$ cat config.mk
export PLATFORM = sky130hd
export DESIGN_NAME = gcn_aggregate_argmax_flat
export DESIGN_NICKNAME = d
export VERILOG_FILES = /design/src/rtl/gcn_aggregate_argmax_pkg.sv /design/src/rtl/gcn_aggregate_argmax_if.sv /design/src/rtl/gcn_aggregate_argmax_argmax_unit.sv /design/src/rtl/gcn_aggregate_argmax.sv /design/src/flat_wrapper.sv
export SDC_FILE = /design/constraint.sdc
export NUM_CORES = 2
export LEC_CHECK = 0
export ABC_AREA = 1
export CAP_MARGIN = 20
export CORE_AREA = 2 2 473 475
export DETAILED_ROUTE_END_ITERATION = 7
export DIE_AREA = 0 0 475 477
export PLACE_DENSITY = 0.51
export SLEW_MARGIN = 20
export SYNTH_ARGS = -nofsm -noshare
export SYNTH_HDL_FRONTEND = slang
export SYNTH_SLANG_ARGS = --single-unit
$ cat constraint.sdc
create_clock -name clk -period 9.7 [get_ports clk]
set_clock_uncertainty 0.2 [all_clocks]
set_input_delay 1.94 -clock clk [delete_from_list [all_inputs] [get_ports clk]]
set_output_delay 1.94 -clock clk [all_outputs]
set_load 0.01 [all_outputs]
$ cat src/rtl/gcn_aggregate_argmax_pkg.sv
// rtl/gcn_aggregate_argmax_pkg.sv - shared constants, state enum and row types for the GCN aggregate/argmax stage
// Purpose: default widths/sizes, FSM states, row typedefs and small helpers.
// Ports: none (package).
package gcn_pkg;

  localparam int FEATURE_ROWS      = 6;
  localparam int WEIGHT_COLS       = 3;
  localparam int DOT_PROD_WIDTH    = 16;
  localparam int AGG_WIDTH         = DOT_PROD_WIDTH + 3;
  localparam int COO_NUM_OF_COLS   = 6;
  localparam int COO_BW            = $clog2(COO_NUM_OF_COLS);
  localparam int ROW_BW            = $clog2(FEATURE_ROWS);
  localparam int MAX_ADDRESS_WIDTH = 2;

  typedef enum logic [2:0] {IDLE, LOAD, EDGE, ARGMAX, DONE} state_t;

  typedef logic [0:WEIGHT_COLS-1][DOT_PROD_WIDTH-1:0] fm_wm_row_t;
  typedef logic [0:WEIGHT_COLS-1][AGG_WIDTH-1:0]      agg_row_t;
  typedef logic [0:1][COO_BW-1:0]                     coo_col_t;

  // COO node ids are 1-based; 0 and anything past the last node mark a dead edge.
  function automatic logic node_valid(input logic [COO_BW-1:0] n);
    return (n != '0) && (n <= COO_BW'(FEATURE_ROWS));
  endfunction

  // Element-wise accumulate; wraps modulo 2^AGG_WIDTH by construction.
  function automatic agg_row_t add_row(input agg_row_t a, input fm_wm_row_t b);
    agg_row_t r;
    for (int c = 0; c < WEIGHT_COLS; c++) begin
      r[c] = a[c] + AGG_WIDTH'(b[c]);
    end
    return r;
  endfunction

  function automatic agg_row_t widen_row(input fm_wm_row_t b);
    agg_row_t r;
    for (int c = 0; c < WEIGHT_COLS; c++) begin
      r[c] = AGG_WIDTH'(b[c]);
    end
    return r;
  endfunction

endpackage

$ cat src/rtl/gcn_aggregate_argmax_if.sv
// rtl/gcn_aggregate_argmax_if.sv - read bus toward the FM x WM product memory and the COO edge store
// Purpose: groups the row/COO address and data signals.
// Ports (master = aggregate stage): read_row, enable_read, coo_address out; fm_wm_row_in, coo_in in.
interface gcn_aggregate_argmax_if;
  import gcn_pkg::*;

  logic [ROW_BW-1:0] read_row;
  logic              enable_read;
  fm_wm_row_t        fm_wm_row_in;
  logic [COO_BW-1:0] coo_address;
  coo_col_t          coo_in;

  modport master (
    output read_row, enable_read, coo_address,
    input  fm_wm_row_in, coo_in
  );

  modport slave (
    input  read_row, enable_read, coo_address,
    output fm_wm_row_in, coo_in
  );

endinterface

$ cat src/rtl/gcn_aggregate_argmax_argmax_unit.sv
// rtl/gcn_aggregate_argmax_argmax_unit.sv - combinational argmax over one aggregated row
// Purpose: returns the column index of the largest unsigned element, lowest index on ties.
// Ports: row_i (agg_row_t) in; idx_o (MAX_ADDRESS_WIDTH) out.
module gcn_argmax_unit
  import gcn_pkg::*;
(
  input  agg_row_t                     row_i,
  output logic [MAX_ADDRESS_WIDTH-1:0] idx_o
);

  logic [AGG_WIDTH-1:0] best_val;

  always_comb begin
    idx_o    = '0;
    best_val = row_i[0];
    // Strict greater-than keeps the earliest column when values are equal.
    for (int c = 1; c < WEIGHT_COLS; c++) begin
      if (row_i[c] > best_val) begin
        best_val = row_i[c];
        idx_o    = MAX_ADDRESS_WIDTH'(c);
      end
    end
  end

endmodule

$ cat src/rtl/gcn_aggregate_argmax.sv
// rtl/gcn_aggregate_argmax.sv - buffers FM x WM rows, aggregates over COO edges, publishes per-node argmax
// Purpose: LOAD rows, EDGE neighbour accumulation (self-loop via initial copy), ARGMAX one node per cycle.
// Ports: clk, reset (async active-low), start in; mem (master: row/COO read bus);
//        done out (level), max_addi_answer out (per-node class index).
module gcn_aggregate_argmax
  import gcn_pkg::*;
(
  input  logic                                               clk,
  input  logic                                               reset,
  input  logic                                               start,
  gcn_aggregate_argmax_if.master                             mem,
  output logic                                               done,
  output logic [0:FEATURE_ROWS-1][MAX_ADDRESS_WIDTH-1:0]     max_addi_answer
);

  state_t                                          state_q;
  logic [ROW_BW-1:0]                               read_row_q;
  logic                                            enable_read_q;
  logic [COO_BW-1:0]                               coo_address_q;
  logic [ROW_BW-1:0]                               node_q;
  logic                                            done_q;
  logic [0:FEATURE_ROWS-1][MAX_ADDRESS_WIDTH-1:0]  answer_q;
  fm_wm_row_t                                      fm_buf_q [FEATURE_ROWS];
  agg_row_t                                        agg_q    [FEATURE_ROWS];

  logic [ROW_BW-1:0]            s_idx, d_idx;
  logic                         edge_ok;
  fm_wm_row_t                   buf_s, buf_d;
  agg_row_t                     agg_sel;
  logic [MAX_ADDRESS_WIDTH-1:0] idx_d;

  assign mem.read_row    = read_row_q;
  assign mem.enable_read = enable_read_q;
  assign mem.coo_address = coo_address_q;
  assign done            = done_q;
  assign max_addi_answer = answer_q;

  // Edge decode: convert 1-based ids and fetch both endpoint rows.
  always_comb begin
    edge_ok = node_valid(mem.coo_in[0]) && node_valid(mem.coo_in[1]);
    s_idx   = ROW_BW'(mem.coo_in[0] - 1'b1);
    d_idx   = ROW_BW'(mem.coo_in[1] - 1'b1);
    buf_s   = '0;
    buf_d   = '0;
    agg_sel = '0;
    for (int n = 0; n < FEATURE_ROWS; n++) begin
      if (s_idx == ROW_BW'(n))  buf_s   = fm_buf_q[n];
      if (d_idx == ROW_BW'(n))  buf_d   = fm_buf_q[n];
      if (node_q == ROW_BW'(n)) agg_sel = agg_q[n];
    end
  end

  gcn_argmax_unit u_argmax (
    .row_i (agg_sel),
    .idx_o (idx_d)
  );

  always_ff @(posedge clk or negedge reset) begin
    if (!reset) begin
      state_q       <= IDLE;
      read_row_q    <= '0;
      enable_read_q <= 1'b0;
      coo_address_q <= '0;
      node_q        <= '0;
      done_q        <= 1'b0;
      answer_q      <= '0;
      for (int n = 0; n < FEATURE_ROWS; n++) begin
        fm_buf_q[n] <= '0;
        agg_q[n]    <= '0;
      end
    end else begin
      case (state_q)
        IDLE, DONE: begin
          if (start) begin
            state_q       <= LOAD;
            read_row_q    <= '0;
            enable_read_q <= 1'b1;
            node_q        <= '0;
            done_q        <= 1'b0;
            for (int n = 0; n < FEATURE_ROWS; n++) agg_q[n] <= '0;
          end
        end
        LOAD: begin
          // Accumulator starts as a copy of the node's own row: that is the self-loop term.
          for (int n = 0; n < FEATURE_ROWS; n++) begin
            if (read_row_q == ROW_BW'(n)) begin
              fm_buf_q[n] <= mem.fm_wm_row_in;
              agg_q[n]    <= widen_row(mem.fm_wm_row_in);
            end
          end
          if (read_row_q == ROW_BW'(FEATURE_ROWS-1)) begin
            enable_read_q <= 1'b0;
            read_row_q    <= '0;
            coo_address_q <= '0;
            state_q       <= EDGE;
          end else begin
            read_row_q <= read_row_q + 1'b1;
          end
        end
        EDGE: begin
          // s==d lands only in the first branch, so a self-edge adds once.
          if (edge_ok) begin
            for (int n = 0; n < FEATURE_ROWS; n++) begin
              if (s_idx == ROW_BW'(n))      agg_q[n] <= add_row(agg_q[n], buf_d);
              else if (d_idx == ROW_BW'(n)) agg_q[n] <= add_row(agg_q[n], buf_s);
            end
          end
          if (coo_address_q == COO_BW'(COO_NUM_OF_COLS-1)) begin
            coo_address_q <= '0;
            node_q        <= '0;
            state_q       <= ARGMAX;
          end else begin
            coo_address_q <= coo_address_q + 1'b1;
          end
        end
        ARGMAX: begin
          for (int n = 0; n < FEATURE_ROWS; n++) begin
            if (node_q == ROW_BW'(n)) answer_q[n] <= idx_d;
          end
          if (node_q == ROW_BW'(FEATURE_ROWS-1)) begin
            node_q  <= '0;
            done_q  <= 1'b1;
            state_q <= DONE;
          end else begin
            node_q <= node_q + 1'b1;
          end
        end
        default: state_q <= IDLE;
      endcase
    end
  end

endmodule
$ cat src/flat_wrapper.sv
// flat-port wrapper written by rule: the top's interface ports become plain ports
module gcn_aggregate_argmax_flat import gcn_pkg::*;
  (clk, reset, start, done, max_addi_answer, mem_read_row, mem_enable_read, mem_coo_address, mem_fm_wm_row_in, mem_coo_in);
  gcn_aggregate_argmax_if mem_i ();
  input  logic clk;
  input  logic reset;
  input  logic start;
  output logic done;
  output logic [0:FEATURE_ROWS-1][MAX_ADDRESS_WIDTH-1:0] max_addi_answer;
  output wire logic [$bits(mem_i.read_row)-1:0] mem_read_row;
  output wire logic [$bits(mem_i.enable_read)-1:0] mem_enable_read;
  output wire logic [$bits(mem_i.coo_address)-1:0] mem_coo_address;
  input wire logic [$bits(mem_i.fm_wm_row_in)-1:0] mem_fm_wm_row_in;
  input wire logic [$bits(mem_i.coo_in)-1:0] mem_coo_in;
  assign mem_read_row = mem_i.read_row;
  assign mem_enable_read = mem_i.enable_read;
  assign mem_coo_address = mem_i.coo_address;
  assign mem_i.fm_wm_row_in = mem_fm_wm_row_in;
  assign mem_i.coo_in = mem_coo_in;
  gcn_aggregate_argmax u_core (.clk(clk), .reset(reset), .start(start), .mem(mem_i), .done(done), .max_addi_answer(max_addi_answer));
endmodule
# ---- Word-level counts from Yosys, hierarchy flattened
# Index checks and enable logic that the tools add are counted.
dict set report totals {
  ff_bits 656
  inputBits 57
  out_inout_bits 20
}
dict set report op_classes {
  n_addsub 41
  magnitude_cmp 4
  n_eq_ne 41
  mux 62
  reduce_logical 40
}
# op count
set op_table {}
lappend op_table {{$mux W57} 24}
lappend op_table {{$pmux W342 S3} 1}
lappend op_table {{$add A19 B16 Y19} 36}
lappend op_table {{$mux W342} 2}
lappend op_table {{$mux W48} 12}
lappend op_table {{$gt A19 B19 Y1} 2}
lappend op_table {{$eq A3 B2 Y1 const B} 10}
lappend op_table {{$eq A3 B3 Y1 const B} 10}
lappend op_table {{$mux W3} 10}
lappend op_table {{$reduce_and A5 Y1} 6}
lappend op_table {{$reduce_and A2 Y1} 14}
lappend op_table {{$mux W19} 1}
lappend op_table {{$ne A2 B1 Y1 const B} 9}
lappend op_table {{$ne A3 B1 Y1 const B} 6}
lappend op_table {{$eq A3 B1 Y1 const B} 5}
lappend op_table {{$logic_not A3 Y1} 5}
lappend op_table {{$pmux W3 S2} 2}
lappend op_table {{$pmux W3 S4} 1}
lappend op_table {{$reduce_bool A3 Y1} 4}
lappend op_table {{$add A3 B1 Y3 const B} 3}
lappend op_table {{$pmux W3 S3} 1}
lappend op_table {{$reduce_and A3 Y1} 3}
lappend op_table {{$le A3 B3 Y1 const B} 2}
lappend op_table {{$reduce_bool A2 Y1} 3}
lappend op_table {{8 further kinds} 16}

# ---- Logic depth before layout (Yosys ltp)
dict set report logic_depth {
  ltp_word 13
  ltp_mapped 37
}

# ---- By module
# A second synthesis with hierarchy kept.
dict set report unflattened {
  cells_unflattened 9240
  hier_area_um2 57222.4
}
# mod n_inst cells_each area_each_um2 seq_area_each_um2
set by_module_without_submodules {}
lappend by_module_without_submodules {gcn_aggregate_argmax 1 8997 55869.8 16415.7}
lappend by_module_without_submodules {gcn_argmax_unit 1 243 1352.5 0.0}

# ---- Worst setup path before layout
# No wires, ideal clock.
dict set report synth_path {
  path_kind {input to register}
  startpoint {input port mem_coo_in[3]}
  endpoint {register u_core.agg_q[151] (netlist name)}
  setup_ns 0.119
  arrival_time_ns 4.658
  slack_ns 4.723
  stages 19
  cell_sequence {buf_2 -> inv_2 -> nand3_1 -> inv_2 -> clkbuf_1 -> clkbuf_1 -> nand2_1 -> nand2_1 -> ha_1 -> inv_1 -> fa_1 -> nor2_1 -> nor2_1 -> o21ai_0 -> nand2_1 -> nand3_1 -> nand3_1 -> nand2_1 -> nor2_1}
}
dict set report synth_via {
  elab_chain_len 13
  word_cells_on_any_way 25
}
# element line
set synth_rtl {}
lappend synth_rtl {{start, declared} flat_wrapper.sv:14} ;# input wire logic [$bits(mem_i.coo_in)-1:0] mem_coo_in;
lappend synth_rtl {{$sub A3 B1 Y3} gcn_aggregate_argmax.sv:41} ;# s_idx = ROW_BW'(mem.coo_in[0] - 1'b1);
lappend synth_rtl {{$logic_not A3 Y1} gcn_aggregate_argmax.sv:47} ;# if (s_idx == ROW_BW'(n)) buf_s = fm_buf_q[n];
lappend synth_rtl {{$mux W48 (6 in a row)} gcn_aggregate_argmax.sv:47}
lappend synth_rtl {{$add A19 B16 Y19} gcn_aggregate_argmax_pkg.sv:30} ;# r[c] = a[c] + AGG_WIDTH'(b[c]);
lappend synth_rtl {{$mux W57} gcn_aggregate_argmax.sv:105} ;# else if (d_idx == ROW_BW'(n)) agg_q[n] <= add_row(agg_q[n], buf_s);
lappend synth_rtl {{$mux W57} gcn_aggregate_argmax.sv:104} ;# if (s_idx == ROW_BW'(n)) agg_q[n] <= add_row(agg_q[n], buf_d);
lappend synth_rtl {{$mux W342} gcn_aggregate_argmax.sv:102} ;# if (edge_ok) begin
lappend synth_rtl {{$pmux W342 S3} gcn_aggregate_argmax.sv:72} ;# case (state_q)
lappend synth_rtl {{end signal, assigned by index} gcn_aggregate_argmax.sv:88} ;# agg_q[n] <= widen_row(mem.fm_wm_row_in);
lappend synth_rtl {{end signal, assigned by index} gcn_aggregate_argmax.sv:104}
lappend synth_rtl {{end signal, assigned by index} gcn_aggregate_argmax.sv:105}
lappend synth_rtl {{end, declared} gcn_aggregate_argmax.sv:24} ;# agg_row_t agg_q [FEATURE_ROWS];
# Several ways; a longest one is shown, not always the timed one. The select of a mux whose other input is x is not followed.
# A chain may end at the register's enable or synchronous reset.

# ---- Final worst setup path
dict set report layout_path {
  startpoint {register u_core.node_q[2]}
  endpoint {register u_core.answer_q, in the netlist u_core.max_addi_answer[11]}
}
dict set report layout_via {
  elab_chain_len 11
  word_cells_on_any_way 17
}
# element line
set layout_rtl {}
lappend layout_rtl {{start, declared} gcn_aggregate_argmax.sv:20} ;# logic [ROW_BW-1:0] node_q;
lappend layout_rtl {{start signal, assigned} gcn_aggregate_argmax.sv:125} ;# node_q <= node_q + 1'b1;
lappend layout_rtl {{$logic_not A3 Y1} {gcn_aggregate_argmax.sv:49, gcn_aggregate_argmax.sv:118}}
lappend layout_rtl {{$mux W57 (6 in a row)} gcn_aggregate_argmax.sv:49} ;# if (node_q == ROW_BW'(n)) agg_sel = agg_q[n];
lappend layout_rtl {{$gt A19 B19 Y1} gcn_aggregate_argmax_argmax_unit.sv:18} ;# if (row_i[c] > best_val) begin
lappend layout_rtl {{$mux W19} gcn_aggregate_argmax_argmax_unit.sv:18}
lappend layout_rtl {{$gt A19 B19 Y1} gcn_aggregate_argmax_argmax_unit.sv:18}
lappend layout_rtl {{$mux W2} gcn_aggregate_argmax_argmax_unit.sv:18}
lappend layout_rtl {{end signal, assigned by index} gcn_aggregate_argmax.sv:118} ;# if (node_q == ROW_BW'(n)) answer_q[n] <= idx_d;
lappend layout_rtl {{end, declared} gcn_aggregate_argmax.sv:22} ;# logic [0:FEATURE_ROWS-1][MAX_ADDRESS_WIDTH-1:0] answer_q;
# Several ways; a longest one is shown, not always the timed one.

==> impl.org <==
** Detailed routing
- Using the TritonRoute via totals, the vias-per-cell ratio works out to 5.21.
- Vias after detailed routing :: 61500
- DRC errors left :: 0
- First-pass iteration count of the detailed router :: 7
- Once detail routing completed, the nets flagged for antenna violations numbered 0.
- The first routing iteration left 7784 violations.
- Final Routed Wirelength :: 273 mm
- Post-DR wirelength/cell :: 23.1 µm

** Synth
- Sorting the synthesized cells by area gives the leading types as sky130_fd_sc_hd__dfrtp_1 (30%), sky130_fd_sc_hd__nand2_1 (21%), sky130_fd_sc_hd__ha_1 (7.4%).
- Net count of the mapped netlist :: 9257
- Of the synthesized area, sequential elements account for 0.297.
- Total of flip-flops plus latches after synthesis :: 656
- Of the total synthesized cell area, the portion taken by AND, OR, NAND and NOR gates is 0.384.
- Primary flip-flop cell chosen by synthesis mapping :: sky130_fd_sc_hd__dfrtp_1
- Xor/xnor cell area share of the yosys netlist :: 0.00270
- Post-synthesis compound-gate area fraction :: 0.150
- By area, the combinational part of the netlist is dominated by simple AND/OR/NAND/NOR gates.
- The number of different library cells used by synthesis comes to 44.
- Number of cells produced by synthesis :: 8854
- The share of synthesized area in the top cell type comes to 0.297.
- Post-synthesis instance area :: 0.0552 mm²
- A synthesized cell averages 6.24 µm².
- Count of synthesis-stage warnings from yosys :: 0
- Cell taking the most area after synthesis :: sky130_fd_sc_hd__dfrtp_1
- Multiplexer share of the synthesized area :: 0.00347
- Yosys mapped a number of flops with a built-in enable equal to 0.
- Adder and majority cell fraction of the synthesized area :: 0.0809
- Async set-reset flop share out of synthesis :: 1.00

** Timing
- The final count of pins violating max slew came to 0.
- Max_slew headroom :: 0.131
- Setup repair after global routing left no endpoint under its margin.
- The worst path in the final design needs a cycle of 7.35 ns, including I/O delays and setup.
- Setup violations remaining at the end of the flow were counted as 0.
- Setup TNS :: 0 ns
- Dividing the final minimum period by the clock period gives 0.758.
- Transition time at the pin with the least slew margin :: 1.30 ns
- Fmax :: 136 MHz
- Once routing completed, OpenROAD measured the worst setup slack at 2.35 ns.
- The number of hold violations in the final report is 0.

** Clock tree
- Cts bufs inserted :: 87
- Post-CTS timing repair inserted 0 buffers for setup.
- Library cell used as clock root buffer :: sky130_fd_sc_hd__clkbuf_16
- The longest clock path from root to sink contains 3 buffers.
- Clock transition at the register clock pins on the worst setup and hold paths after CTS :: 0.06 ns
- CTS H-tree depth :: 3
- Gates resized during post-CTS repair numbered 0.
- TritonCTS built the clock tree.
- Clock latency on the worst-skew pair, taken at its later pin, is 0.73 ns.
- The clock drives 656 sinks.
- Hold repair after CTS inserted 0 buffers.

** Die
- The floorplan has 173 rows.
- Total die area :: 0.227 mm²
- From bottom edge to top edge, the die measures 477 µm.
- Core Region :: 0.221 mm²
- The initial utilization of the core area, before any placement, comes to 0.249.
- Io pins :: 77
- In this run the horizontal extent of the chip is 475 µm.

** Critical path
- By startpoint and endpoint, the worst setup path is classified as flip-flop to flip-flop.
- STA classifies the critical path endpoint as a flip-flop.
- At the worst endpoint, the required time is 10.14 ns.
- Largest fanout on the critical path :: 29
- Arrival time worst endpoint :: 7.79 ns
- The worst setup path is launched from a flip-flop.

** Finish
- Post-layout instance count excluding filler cells :: 11800
- Share of the core filled with cells in the final layout :: 0.281
- Area overhead of the layout relative to synthesis :: 12.7%
- In the final design database the tool counted 9166 nets.
- The top cell types in the final layout, fill and taps aside, are sky130_fd_sc_hd__nand2_1 (3090), sky130_fd_sc_hd__nor2_1 (931), sky130_fd_sc_hd__inv_1 (757), sky130_fd_sc_hd__nand3_1 (734), sky130_fd_sc_hd__dfrtp_1 (656).
- Leaving out fill and tap cells, the most frequent cell in the layout is sky130_fd_sc_hd__nand2_1.
- Of the cells placed in the final design, the portion with a size suffix greater than 1 is 0.0474.

** Placement
- Gp weighted congestion :: 0.964
- Count of port buffers added during placement :: 76
- HPWL reported at the end of detailed placement :: 202 mm
- Placed cell count :: 11600
- Timing analysis after detailed placement gives a worst setup slack of 2.32 ns.

** Power
- Dividing total power by cell area gives a power density of 426 mW/mm².
- Power comes to 26500 µW.
- Leak :: 0.0312 µW
- VDD sags by at most 0.000317 V.

** Global route
- Number of global-route vias before repair :: 56100
- Entering global routing, the biggest net connects 131 pins.
- Initial antenna violation count :: 11
- The first global-routing pass estimated 394 mm of wire.
- After global routing the overflow that remains totals 0.
- Total Routing Usage GR :: 0.234

** Hold path
- The tightest min-delay check is of the flip-flop to flip-flop type.

** Outcome
- Result of the run :: complete, no violations

** Job
- Max Cap Viol :: 0
cells by family after synthesis:
family                     count (synthesis)
AOI/OAI and AO/OA                       1536
xor gates and xnor gates                  17
adders and majority gates                346
buffers and inverters                   1134
DFF                                      656
muxes                                     17
and+or+nand+nor                         5148
layer usage:
| layer | up-vias | track usage | share of wire |
|---|---|---|---|
| li1 | 28800 | - | - |
| met1 | 29300 | 0.341 | 0.45 |
| met2 | 3031 | 0.336 | 0.41 |
| met3 | 364 | 0.0504 | 0.10 |
| met4 | 4 | 0.0748 | 0.033 |
| met5 | - | 0.00256 | 0.00034 |
stage by stage:
stage                     area, µm²  hold WS [ns]
after floorplan               55200         0.253
after global placement        59200         0.266
after detailed placement      59300         0.273
after CTS                     62200         0.288
after global routing          62200         0.307
final                         62200         0.286
critical path: stages, from the launching register on:
cell and delay [ns]:
sky130_fd_sc_hd__dfrtp_1 0.44, sky130_fd_sc_hd__inv_1 0.19, sky130_fd_sc_hd__nand3_2 0.84, sky130_fd_sc_hd__inv_1 0.22, sky130_fd_sc_hd__buf_4 0.47, sky130_fd_sc_hd__nand2_1 0.13
sky130_fd_sc_hd__nand3_1 0.26, sky130_fd_sc_hd__nand2_1 0.13, sky130_fd_sc_hd__nand2_1 0.14, sky130_fd_sc_hd__a22oi_1 0.16, sky130_fd_sc_hd__ha_1 0.39, sky130_fd_sc_hd__nand4_1 0.18
sky130_fd_sc_hd__nor2_1 0.18, sky130_fd_sc_hd__nand3_1 0.10, sky130_fd_sc_hd__nand3_1 0.15, sky130_fd_sc_hd__nand2_1 0.41, sky130_fd_sc_hd__inv_1 0.86, sky130_fd_sc_hd__nand3_1 0.16
sky130_fd_sc_hd__nand2_1 0.15, sky130_fd_sc_hd__ha_1 0.16, sky130_fd_sc_hd__nand2_1 0.11, sky130_fd_sc_hd__o21ai_0 0.33, sky130_fd_sc_hd__nand4_1 0.15, sky130_fd_sc_hd__nand3_1 0.11
sky130_fd_sc_hd__nand2_1 0.30, sky130_fd_sc_hd__o21ai_0 0.29
layout make-up:
class,instances,area [µm²]
Antenna cell,3,7.51
Clock buffer,117,2530
Clock inverter,44,445
Fill cell,24500,159000
Inverter,782,2950
Multi-Input combinational cell,7064,34500
Sequential cell,656,16400
Tap cell,2975,3720
Timing Repair Buffer,172,1660
path summary, 6_finish.rpt:
| kind | startpoint | to | slack [ns] | depth (start not counted) |
|---|---|---|---|---|
| worst max-delay path | u_core.node_q[2] | u_core.max_addi_answer[11] | 2.35 | 25 |
| worst min-delay path | u_core.fm_buf_q[209] | u_core.fm_buf_q[209] | 0.29 | 2 |
| worst max register to register | u_core.node_q[2] | u_core.max_addi_answer[11] | 2.35 | 25 |
| worst min register to register | u_core.fm_buf_q[209] | u_core.fm_buf_q[209] | 0.29 | 2 |
| max in group asynchronous | reset | u_core.agg_q[129] | 6.28 | 3 |
| min in group asynchronous | reset | u_core.agg_q[259] | 1.07 | 1 |
sequential cells by signal (all words and copies together) (netlist names):
name                    cells
u_core.done                 1
u_core.mem.coo_address      3
u_core.fm_buf_q           288
u_core.node_q               3
u_core.mem.read_row         3
u_core.max_addi_answer     12
u_core.agg_q              342
u_core.mem.enable_read      1
u_core.state_q              3
Yosys cell counts (2+ instances only):
cell,instances
sky130_fd_sc_hd__nor2_1,949
sky130_fd_sc_hd__a21oi_1,567
sky130_fd_sc_hd__o21bai_1,37
sky130_fd_sc_hd__clkbuf_1,185
sky130_fd_sc_hd__and3_1,19
sky130_fd_sc_hd__nor2_4,2
sky130_fd_sc_hd__buf_1,28
sky130_fd_sc_hd__nand3_2,5
sky130_fd_sc_hd__nand3b_1,50
sky130_fd_sc_hd__a21o_1,2
sky130_fd_sc_hd__o22ai_1,64
sky130_fd_sc_hd__fa_1,18
sky130_fd_sc_hd__xor2_1,17
sky130_fd_sc_hd__dfrtp_1,656
sky130_fd_sc_hd__o211ai_1,46
sky130_fd_sc_hd__nor3_1,24
sky130_fd_sc_hd__o21ai_0,627
sky130_fd_sc_hd__mux2_2,17
sky130_fd_sc_hd__a31oi_1,95
sky130_fd_sc_hd__a211oi_1,11
sky130_fd_sc_hd__buf_2,125
sky130_fd_sc_hd__nand4_1,136
sky130_fd_sc_hd__nand3_1,740
sky130_fd_sc_hd__nand2_2,2
sky130_fd_sc_hd__buf_4,13
sky130_fd_sc_hd__o21a_1,51
sky130_fd_sc_hd__ha_1,328
sky130_fd_sc_hd__o21ai_1,16
sky130_fd_sc_hd__a221oi_1,4
sky130_fd_sc_hd__inv_2,17
sky130_fd_sc_hd__and2_1,35
sky130_fd_sc_hd__a22oi_1,14
sky130_fd_sc_hd__inv_1,763
sky130_fd_sc_hd__nor2_2,4
sky130_fd_sc_hd__clkinv_1,2
sky130_fd_sc_hd__or2_2,77
sky130_fd_sc_hd__nand2_1,3101
where the power goes:
| group | internal (µW) | switching, µW |
|---|---|---|
| Sequential | 4080 | 1210 |
| Combinational | 5290 | 12400 |
| Clock | 1980 | 1500 |
| Total | 11300 | 15200 |
(Power assumes the default switching activity.)
